$ cat src/rtl/aximm_window_ctrl.sv
// Window-change controller for an AXI-MM address window: gates new AW/AR while it drains outstanding bursts, then swaps window_addr.
// Optional drain timeout is enabled by defining AXIMM_WINDOW_CTRL_TIMEOUT_EN.
module aximm_window_ctrl #(
  parameter int AW      = 64,
  parameter int CW      = 8,
  parameter int TIMEOUT = 4096
) (
  input  logic          clk,
  input  logic          reset,
  input  logic [AW-1:0] req_addr,
  input  logic          req_valid,
  output logic          req_ready,
  output logic          req_done,
  output logic          req_err,
  output logic [AW-1:0] window_addr,
  input  logic          s_awvalid,
  output logic          s_awready,
  output logic          m_awvalid,
  input  logic          m_awready,
  input  logic          s_arvalid,
  output logic          s_arready,
  output logic          m_arvalid,
  input  logic          m_arready,
  input  logic          b_fire,
  input  logic          r_last_fire,
  output logic          busy
);

  // Handshakes: a transfer happens in a cycle where valid and ready are both high at the rising edge;
  // valid never depends on ready, and the requester holds req_addr stable while req_valid is high.

  typedef enum logic {IDLE = 1'b0, DRAIN = 1'b1} state_t;

  localparam logic [CW-1:0] CNT_MAX = '1;

  state_t        state_q, state_d;
  logic [CW-1:0] wr_cnt_q, wr_cnt_d;
  logic [CW-1:0] rd_cnt_q, rd_cnt_d;
  logic [AW-1:0] window_addr_q, window_addr_d;
  logic [AW-1:0] pending_q, pending_d;
  logic          req_done_q, req_done_d;
  logic          open_aw, open_ar;
  logic          aw_acc, ar_acc;

  // Saturating up/down count; increments never overflow because the gate closes at CNT_MAX.
  function automatic logic [CW-1:0] cnt_next(input logic [CW-1:0] c,
                                             input logic inc, input logic dec);
    logic [CW-1:0] r;
    r = c;
    if (inc && !dec) r = c + CW'(1);
    else if (dec && !inc && (c != '0)) r = c - CW'(1);
    return r;
  endfunction

  assign open_aw   = (state_q == IDLE) && (wr_cnt_q != CNT_MAX);
  assign open_ar   = (state_q == IDLE) && (rd_cnt_q != CNT_MAX);
  assign m_awvalid = s_awvalid & open_aw;
  assign s_awready = m_awready & open_aw;
  assign m_arvalid = s_arvalid & open_ar;
  assign s_arready = m_arready & open_ar;
  assign aw_acc    = m_awvalid & m_awready;
  assign ar_acc    = m_arvalid & m_arready;

  assign req_ready   = (state_q == IDLE);
  assign busy        = (state_q == DRAIN);
  assign req_done    = req_done_q;
  assign window_addr = window_addr_q;

`ifdef AXIMM_WINDOW_CTRL_TIMEOUT_EN
  localparam int TW = $clog2(TIMEOUT + 1);
  localparam logic [TW-1:0] TIMER_LAST = TW'(TIMEOUT - 1);
  logic [TW-1:0] timer_q, timer_d;
  logic          req_err_q, req_err_d;
  assign req_err = req_err_q;
`else
  assign req_err = 1'b0;
`endif

  always_comb begin
    state_d       = state_q;
    wr_cnt_d      = cnt_next(wr_cnt_q, aw_acc, b_fire);
    rd_cnt_d      = cnt_next(rd_cnt_q, ar_acc, r_last_fire);
    window_addr_d = window_addr_q;
    pending_d     = pending_q;
    req_done_d    = 1'b0;
`ifdef AXIMM_WINDOW_CTRL_TIMEOUT_EN
    timer_d       = '0;
    req_err_d     = 1'b0;
`endif
    case (state_q)
      IDLE: begin
        if (req_valid) begin
          pending_d = req_addr;
          state_d   = DRAIN;
        end
      end
      DRAIN: begin
        if ((wr_cnt_q == '0) && (rd_cnt_q == '0)) begin
          window_addr_d = pending_q;
          req_done_d    = 1'b1;
          state_d       = IDLE;
        end
`ifdef AXIMM_WINDOW_CTRL_TIMEOUT_EN
        else if (timer_q == TIMER_LAST) begin
          req_err_d = 1'b1;
          state_d   = IDLE;
        end else begin
          timer_d = timer_q + TW'(1);
        end
`endif
      end
      default: state_d = IDLE;
    endcase
  end

  always_ff @(posedge clk) begin
    if (reset) begin
      state_q       <= IDLE;
      wr_cnt_q      <= '0;
      rd_cnt_q      <= '0;
      window_addr_q <= '0;
      pending_q     <= '0;
      req_done_q    <= 1'b0;
`ifdef AXIMM_WINDOW_CTRL_TIMEOUT_EN
      timer_q       <= '0;
      req_err_q     <= 1'b0;
`endif
    end else begin
      state_q       <= state_d;
      wr_cnt_q      <= wr_cnt_d;
      rd_cnt_q      <= rd_cnt_d;
      window_addr_q <= window_addr_d;
      pending_q     <= pending_d;
      req_done_q    <= req_done_d;
`ifdef AXIMM_WINDOW_CTRL_TIMEOUT_EN
      timer_q       <= timer_d;
      req_err_q     <= req_err_d;
`endif
    end
  end

endmodule

$ cat config.mk
export PLATFORM = sky130hd
export DESIGN_NAME = aximm_window_ctrl
export DESIGN_NICKNAME = d
export VERILOG_FILES = /design/src/rtl/aximm_window_ctrl.sv
export SDC_FILE = /design/constraint.sdc
export NUM_CORES = 1
export LEC_CHECK = 0
export ABC_AREA = 1
export CAP_MARGIN = 15
export CORE_MARGIN = 3
export CORE_UTILIZATION = 44
export CTS_CLUSTER_SIZE = 20
export DETAILED_ROUTE_END_ITERATION = 8
export GPL_TIMING_DRIVEN = 0
export PLACE_DENSITY = 0.83
export SLEW_MARGIN = 20
export SYNTH_ARGS = -nofsm -noshare
export SYNTH_HDL_FRONTEND = slang
export SYNTH_SLANG_ARGS = --single-unit
$ cat constraint.sdc
create_clock -name clk -period 2.1 [get_ports clk]
set_clock_uncertainty 0.2 [all_clocks]
set_input_delay 0.42 -clock clk [delete_from_list [all_inputs] [get_ports clk]]
set_output_delay 0.42 -clock clk [all_outputs]
set_load 0.01 [all_outputs]
==> summary.md, run 1 <==
| Metric | Value |
|---|---|
| Result of the run | finished, violations left |
| Failing checks | negative setup slack |
| CP Capture Point | wr_cnt_q[7] |
| CTS root buffer | clkbuf_16 |
| CP max FO | 7 |
| VDD IR-drop max | 0.000569 V |
| Unrepaired setup endpoints after global routing | yes |
| Place WS | -0.591 ns |
| Num ports | 145 |
| Pwr per Cell Area | 957 nW/um2 |
| Initial detailed-routing violation count | 340 |
| Cells on worst reg2reg path | 14 |
| Placer Congestion | 0.874 |
| EDFF count, synth | 0 |
| Final #Nets | 934 |
| Drt wl/cell | 15.5 um |
| Post-Syn Area per Cell | 8.47 um2 |
| Yosys cell types | 28 |
| Crit path from | wr_cnt_q[7] |
| Dpl hpwl | 10.2 mm |
| Total negative slack | -1.56 ns |
| Worst Hold Class | reg2reg |
| Wirelength, routed | 16.0 mm |
| WS Path Type | reg2reg |
| Adder and majority gate portion of the synthesized area | 3.44% |
| Row cnt | 40 |
| Reg2Reg Capture Point | wr_cnt_q[7] |
| Final period util | 116% |
| Max Fclk | 0.410 GHz |
| Final core utilization | 69.5% |
| # H-tree levels | 4 |
| 1st-pass router iterations | 6 |
| Cell count after synthesis | 654 |
| Initial antenna violation count | 1 |
| Post-route ant nets | 0 |
| Yosys reg bits | 146 |
| Ant diodes | 0 |
| Syn. warnings | 0 |
| Synth Area in Compound Gates | 21.4% |
| Max_cap viols | 0 |
| Synth Area in Simple Gates | 13.1% |
| DP Area | 7360 um2 |
| Vias | 5250 |
| Filler cells | 933 |
| Clock Latency Late Sink | 0.42 ns |
| Starting Density | 45.5% |
| Area occupied by multi-input gates | 2600 um2 |
| Port Buffers | 143 |
| Most used flip-flop cell after synthesis | dfxtp_1 |
| Hold wc startpoint | pending_q[31] |
| Setup violators final | 10 |
| WP data required | 2.25 ns |
| Slew Viols, Final | 0 |
| Worst-path clk slew | 0.06 ns |
| Syn Std Cell Area | 5540 um2 |
| Vias in the first global route | 5133 |
| Design Area, Final | 8450 um2 |
| Sequential element share of the synthesized area | 52.8% |
| Vias per cell | 5.11 |
| Clk sinks | 146 |
| Mux share of post-synthesis cell area | 0% |
| Total CTS buffers | 17 |
| Setup WS post-layout | -0.337 ns |
| Die X | 118 um |
| Pin count of the biggest net entering global routing | 17 |
| Total global-route track usage | 22.2% |
| Layout Area Growth over Synthesis | 52.7% |
| Chip height | 118 um |
| Syn Nets | 741 |
| Async SR Flop Fraction | 0% |
| CORE AREA | 12200 um2 |
| Clock Path Buffers | 2 |
| Share of cells above drive strength 1 | 20.1% |
| Reg area | 2980 um2 |
| Worst Setup End Kind | flop |
| Residual DRC | 0 |
| Leak | 3.31 nW |
| First-pass GRT wire length | 24.9 mm |
| GRT overflow | 0 |
| Cells after DPL | 965 |
| CP startpoint kind | flop |
| Largest family of logic cells by synthesized area | compound AO/OA/AOI/OAI gates |
| R2R Setup Slk | -0.34 ns |
| Final hold violations | 0 |
| DIE AREA | 14000 um2 |
| Post-Layout Cell Count | 1028 |
| RR Startpoint | wr_cnt_q[7] |
| WP data arrival | 2.59 ns |
| Post-Synth XOR/XNOR Area | 1.58% |
| CTS tree | yes |
| Period minus WS final | 2.44 ns |
[Yosys cell counts (all sizes together), types with 4 or more instances]
library cell  count  share of area (%)
xor2              4               0.63
ha               12                2.7
nor2             87                6.0
a22o             29                4.6
clkbuf           18                1.2
o21ai           118                 11
dfxtp           146                 53
xnor2             6               0.95
buf              19                2.8
a21oi            57                5.2
nand3            13                1.4
nand2            77                5.3
inv              53                3.6
[worst min-delay path by stage]
stage          cells after the start  slack [ns]       endpoint
2_1_floorplan                      2        0.22  pending_q[28]
3_3_place_gp                       2        0.24  pending_q[32]
3_5_place_dp                       2        0.24  pending_q[29]
4_1_cts                            2        0.25  pending_q[31]
5_1_grt                            2        0.27  pending_q[44]
6_report                           2        0.25  pending_q[31]
[critical path: stages, from the launching register on]
cell	delay, ns
dfxtp_4	0.36
nand2_2	0.07
nor2_2	0.04
nand2_2	0.08
nand2_2	0.06
nor2_4	0.11
nand3_4	0.22
ha_4	0.33
a21oi_2	0.15
o21a_1	0.17
buf_4	0.12
nand3_1	0.11
nand3_1	0.13
nand2_1	0.09
nor2_1	0.11
[cells in the final DEF, fill, tap and decap left out, drive strengths merged]
master         netlist  final
nor3                 2      2
nand3               13     14
clkinv               0      3
clkdlybuf4s50        0    138
a22o                29     29
conb                 1      1
a31oi                2      2
dfxtp              146    146
nand2               77     77
o21bai               2      2
xor2                 4      4
o211ai               2      2
buf                 19     48
nand4                2      2
dlygate4sd2          0      3
bufinv               0      1
inv                 53     54
fa                   2      2
nor2                87     87
clkbuf              18     45
o21ai              118    118
clkinvlp             0      3
xnor2                6      6
a21oi               57     57
o21a                 2      2
ha                  12     12
[sequential cells by signal (all words and copies together), names as in the netlist]
signal       flops
rd_cnt_q         8
pending_q       64
wr_cnt_q         8
busy             1
window_addr     64
req_done         1
[metrics by stage]
step	hold slack, ns	power [mW]
after floorplan	0.225	4.19
after global placement	0.236	4.59
after detailed placement	0.242	4.62
after CTS	0.253	7.77
after global routing	0.266	8.44
final	0.251	8.09
[metal layers]
layer | track usage [%] | wire, um | up-vias
met5 | 0 | 18 | -
met4 | 10.1 | 470 | 2
met3 | 4.93 | 919 | 34
met2 | 37.4 | 7890 | 169
met1 | 27.0 | 6690 | 2469
li1 | - | - | 2576
[cell type report]
| class | instances | share of cell area, % |
|---|---|---|
| Clock buffer | 24 | 5.82 |
| Tap cell | 168 | 2.49 |
| Timing Repair Buffer | 173 | 19.6 |
| Inverter | 53 | 2.47 |
| Sequential cell | 146 | 35.3 |
| Buffer | 37 | 2.69 |
| Clock inverter | 8 | 0.903 |
| Multi-Input combinational cell | 419 | 30.8 |
[report_power, final]
group,switching [mW],internal [mW],leakage (nW)
clock,1.14,1.75,0.273
combinational,1.07,0.995,1.83
sequential,0.133,3.00,1.20
[what timing repair did]
action,4_1_cts,5_1_grt
setup buffers,24,6
pin swaps,32,30
gates resized for setup,49,51
setup endpoints to repair,16,83
hold buffers,0,0
gates cloned,1,0
[kinds of logic after synthesis]
kind of cell / Yosys count
other: 1
AO/OA/AOI/OAI: 212
adder cells (fa/ha/maj): 14
flip-flops: 146
buffers and inverters: 90
AND/OR/NAND/NOR: 181
XOR/XNOR: 10
(Power assumes the default switching activity.)
==> run 2: changes to the inputs <==
- CORE_UTILIZATION: 44 -> 40
- PLACE_DENSITY: 0.83 -> 0.77
==> summary.md, run 2 (synthesis gave the netlist of run 1 again) <==
| Metric | Value |
|---|---|
| Clock Path Buffers | 2 |
| CP max FO | 8 |
| Total global-route track usage | 19.7% |
| Worst-margin pin slew | 0.562 ns |
| CTS tree | yes |
| Dpl hpwl | 10.2 mm |
| Period minus WS final | 2.33 ns |
| WS Path Type | reg2reg |
| Chip height | 124 um |
| WHS | 0.246 ns |
| Max Fclk | 0.429 GHz |
| Clock Latency Late Sink | 0.42 ns |
| Slew margin rel. | 62.5% |
| Drt wl/cell | 14.6 um |
| Starting Density | 41.3% |
| Final #Nets | 942 |
| Pin count of the biggest net entering global routing | 17 |
| GRT overflow | 0 |
| Leak | 3.31 nW |
| Layout Area Growth over Synthesis | 53.1% |
| Setup WS post-layout | -0.232 ns |
| Final hold violations | 0 |
| Vias per cell | 4.96 |
| Row cnt | 42 |
| Worst Setup End Kind | flop |
| Share of cells above drive strength 1 | 20.3% |
| Max_cap viols | 0 |
| Initial detailed-routing violation count | 378 |
| Filler cells | 1110 |
| WP data required | 2.21 ns |
| WP data arrival | 2.44 ns |
| Vias | 5181 |
| Post-route ant nets | 0 |
| CORE AREA | 13400 um2 |
| Worst-path clk slew | 0.06 ns |
| Most common cell after layout, fill and taps aside | clkdlybuf4s50_1 |
| Worst Hold Class | reg2reg |
| VDD IR-drop max | 0.000709 V |
| Leading cell types in the layout, fill and taps excluded | clkdlybuf4s50_1 (137), dfxtp_1 (130), o21ai_0 (84) |
| CTS root buffer | clkbuf_16 |
| Total negative slack | -1.39 ns |
| # H-tree levels | 4 |
| Unrepaired setup endpoints after global routing | yes |
| Ant diodes | 0 |
| Placer Congestion | 0.853 |
| Final period util | 111% |
| Port Buffers | 143 |
| Failing checks | negative setup slack |
| Clk sinks | 146 |
| DIE AREA | 15300 um2 |
| First-pass GRT wire length | 23.5 mm |
| Wirelength, routed | 15.3 mm |
| Slew Viols, Final | 0 |
| Die X | 124 um |
| Pwr per Cell Area | 957 nW/um2 |
| Total CTS buffers | 17 |
| Initial antenna violation count | 0 |
| Residual DRC | 0 |
| Design Area, Final | 8480 um2 |
| 1st-pass router iterations | 5 |
| Hold-fix buffers, CTS | 0 |
| Setup violators final | 11 |
| Num ports | 145 |
| Design Power | 8.11 mW |
| Vias in the first global route | 4786 |
| Result of the run | finished, violations left |
| CP startpoint kind | flop |
| DP Area | 7370 um2 |
run 2: layout make-up:
type	instances	area (um2)	share of cell area [%]
tap	176	220	2.60
inverter	53	201	2.38
clock inverter	10	124	1.46
buffer	37	226	2.67
clock buffer	22	474	5.59
multi-input combinational	419	2540	29.9
sequential	146	2980	35.2
timing repair buffer	181	1710	20.2
run 2: critical path, cell delays in order (launching register included):
cell and delay [ns]:
dfxtp_4 0.36, nand2_2 0.07, nor2_2 0.03, nand2_2 0.08, nand2_2 0.07, nor2_4 0.14, nand3_4 0.22, ha_4 0.33
a21oi_2 0.13, o21a_1 0.14, nand2_1 0.07, o21ai_2 0.16, nand3_1 0.11, nand2_1 0.07, nor2_1 0.04
run 2: path summary, 6_finish.rpt:
path	start	endpoint	slack (ns)	cells after the start
setup reg to reg	wr_cnt_q[6]	wr_cnt_q[7]	-0.23	14
hold / removal	pending_q[29]	pending_q[29]	0.25	2
hold reg to reg	pending_q[29]	pending_q[29]	0.25	2
setup / recovery	wr_cnt_q[6]	wr_cnt_q[7]	-0.23	14
run 2: timing repair:
| action | CTS | global route |
|---|---|---|
| gates resized for setup | 40 | 48 |
| hold endpoints to repair | 0 | 0 |
| pin swaps | 25 | 41 |
| setup endpoints to repair | 16 | 81 |
| cloned | 1 | 0 |
| setup buffers | 21 | 17 |
run 2: through the flow:
step | worst slack [ns] | util (%) | cells
6_report | -0.232 | 63.2 | 1044
4_1_cts | -0.164 | 61.4 | 1027
3_5_place_dp | -0.574 | 55.0 | 973
2_1_floorplan | -0.0801 | - | 654
3_3_place_gp | -0.560 | 55.0 | 973
5_1_grt | -0.391 | 63.2 | 1044
run 2: power breakdown:
part           total [mW]  switching, mW  internal [mW]  leakage (nW)
combinational        1.96          0.969          0.989          1.81
sequential           3.12          0.116           3.00          1.20
clock                3.04           1.18           1.86         0.288
total                8.11           2.27           5.85          3.31
run 2: routing by layer:
layer	wire length (um)	up-vias	GRT usage (%)	part of all wire (%)
met3	680	28	4.54	4.5
met1	7180	2419	26.0	47
met2	7030	143	31.1	46
met4	384	0	8.03	2.5
li1	-	2591	-	-
met5	0	-	0	0
==> run 3: changes to the inputs <==
- CORE_MARGIN: 3 -> 2
- CORE_UTILIZATION: 40 -> 44
- PLACE_DENSITY: 0.77 -> 0.83
==> summary.md, run 3 (synthesis gave the netlist of run 1 again) <==
| Metric | Value |
|---|---|
| WP data arrival | 2.62 ns |
| Sw Pwr | 2.38 mW |
| Most common cell after layout, fill and taps aside | clkdlybuf4s50_1 |
| Reg area | 2970 um2 |
| WP data required | 2.20 ns |
| Period minus WS final | 2.52 ns |
| Result of the run | finished, violations left |
| Critical-path top delay cell | dfxtp_2 |
| Vias | 5305 |
| Setup violators final | 10 |
| Share of cells above drive strength 1 | 21.2% |
| Combinational share of power | 26.1% |
| Clk sinks | 146 |
| Slowest stage delay, CP | 0.36 ns |
| R2R Setup Slk | -0.42 ns |
| Hold path cells | 2 |
| # H-tree levels | 4 |
| Final period util | 120% |
| Pin count of the biggest net entering global routing | 17 |
| Chip height | 116 um |
| Worst-path clk slew | 0.06 ns |
| Hold Path End | pending_q[29] |
| Cells on worst reg2reg path | 14 |
| Placer Congestion | 0.840 |
| CTS root buffer | clkbuf_16 |
| Filler cells | 914 |
| Seq pwr share | 37.5% |
| Leading cell types in the layout, fill and taps excluded | clkdlybuf4s50_1 (136), dfxtp_1 (130), o21ai_0 (85) |
| Num ports | 145 |
| Dpl hpwl | 10.1 mm |
| RR Startpoint | wr_cnt_q[3] |
| Worst Setup End Kind | flop |
| Worst-margin pin slew | 0.513 ns |
| CORE AREA | 12200 um2 |
| Port Buffers | 143 |
| Post-route ant nets | 0 |
| Area occupied by multi-input gates | 2590 um2 |
| CP startpoint kind | flop |
| Total global-route track usage | 23.4% |
| Net Sw Frac | 28.5% |
| Final #Nets | 939 |
| Pwr per Cell Area | 976 nW/um2 |
| Clk network pwr share | 36.4% |
| Max_cap viols | 0 |
| DIE AREA | 13500 um2 |
| Clock Path Buffers | 2 |
| Final hold violations | 0 |
| WS Path Type | reg2reg |
| 1st-pass router iterations | 5 |
| Hold-fix buffers, CTS | 0 |
| Critical-path cell list | nand2_4, nor2_4, nand2_2, nand2_2, nor2_4, nand3_4, ha_4, a21oi_2, o21a_1, nand2_1, o21ai_2, nand3_1, nand2_1, nor2_1 |
| CP max FO | 8 |
| Layout Area Growth over Synthesis | 54.4% |
| Residual DRC | 0 |
| CTS tree | yes |
| Total CTS buffers | 17 |
| Slew margin rel. | 65.7% |
| Worst Hold Class | reg2reg |
| Initial detailed-routing violation count | 424 |
| Setup WS post-layout | -0.423 ns |
| Max Fclk | 0.396 GHz |
| Drt wl/cell | 15.9 um |
| Leak | 3.39 nW |
| Vias in the first global route | 5099 |
| WHS | 0.246 ns |
| Row cnt | 40 |
| Reg2Reg Capture Point | wr_cnt_q[7] |
| First-pass GRT wire length | 24.5 mm |
| Clock Latency Late Sink | 0.42 ns |
| Failing checks | negative setup slack |
| Hold wc startpoint | pending_q[29] |
| GRT overflow | 0 |
| Final core utilization | 70.3% |
| Wirelength, routed | 16.5 mm |
| Vias per cell | 5.13 |
| Die X | 116 um |
| VDD IR-drop max | 0.000585 V |
| Unrepaired setup endpoints after global routing | yes |
| Initial antenna violation count | 0 |
| Slew Viols, Final | 0 |
| Power Internal | 5.96 mW |
| Starting Density | 45.5% |
==> run 3: repair_timing <==
item / in CTS / in global routing
endpoints found under the setup margin: 16 / 83
buffers inserted: 28 / 8
pin swaps: 24 / 36
resized for setup: 42 / 62
==> run 3: worst max-delay path by stage <==
| stage | slack (ns) | start | to |
|---|---|---|---|
| after floorplan | -0.08 | wr_cnt_q[5] | wr_cnt_q[7] |
| after global routing | -0.53 | wr_cnt_q[3] | wr_cnt_q[7] |
| final | -0.42 | wr_cnt_q[3] | wr_cnt_q[7] |
| after detailed placement | -0.57 | s_arvalid | rd_cnt_q[5] |
| after CTS | -0.23 | wr_cnt_q[5] | wr_cnt_q[7] |
| after global placement | -0.54 | s_arvalid | rd_cnt_q[5] |
==> run 3: critical path: cells and delay by family (launching register included) <==
kind            cells  cell delay (ns)
simple gates       10             0.96
fa+ha+maj           1             0.35
compound gates      3             0.54
flops               1             0.36
==> run 3: final cells by class <==
class | count | area share, %
sequential | 146 | 34.8
multi-input combinational | 418 | 30.4
timing repair buffer | 179 | 20.3
clock buffer | 24 | 5.87
buffer | 37 | 2.59
tap | 168 | 2.46
inverter | 53 | 2.44
clock inverter | 8 | 1.17
antenna | 1 | 0.0293
==> run 3: per-layer routing <==
metal | track usage (%) | vias up | part of all wire (%)
met1 | 28.4 | 2502 | 43
met3 | 4.93 | 37 | 5.3
met2 | 40.8 | 176 | 49
li1 | - | 2590 | -
met4 | 8.81 | 0 | 2.5
met5 | 0 | - | 0
==> run 3: power by group through the flow <==
stage	sequential [mW]	clock, mW	combinational, mW
final	3.13	3.03	2.18
after global routing	3.15	3.19	2.34
after CTS	3.10	3.05	1.75
after detailed placement	3.20	0	1.42
after global placement	3.19	0	1.39
after floorplan	3.17	0	1.02
==> run 3: through the flow <==
stage               TNS [ns]  total power [mW]  std cells  worst slack (ns)  instance area [um2]
floorplan             -0.384              4.19        654           -0.0801                 5720
global placement      -12.06              4.59        965            -0.543                 7360
detailed placement    -13.63              4.62        965            -0.570                 7360
CTS                    -1.08              7.90       1025            -0.235                 8290
global route           -3.98              8.67       1033            -0.529                 8540
finish                 -1.98              8.34       1034            -0.423                 8550
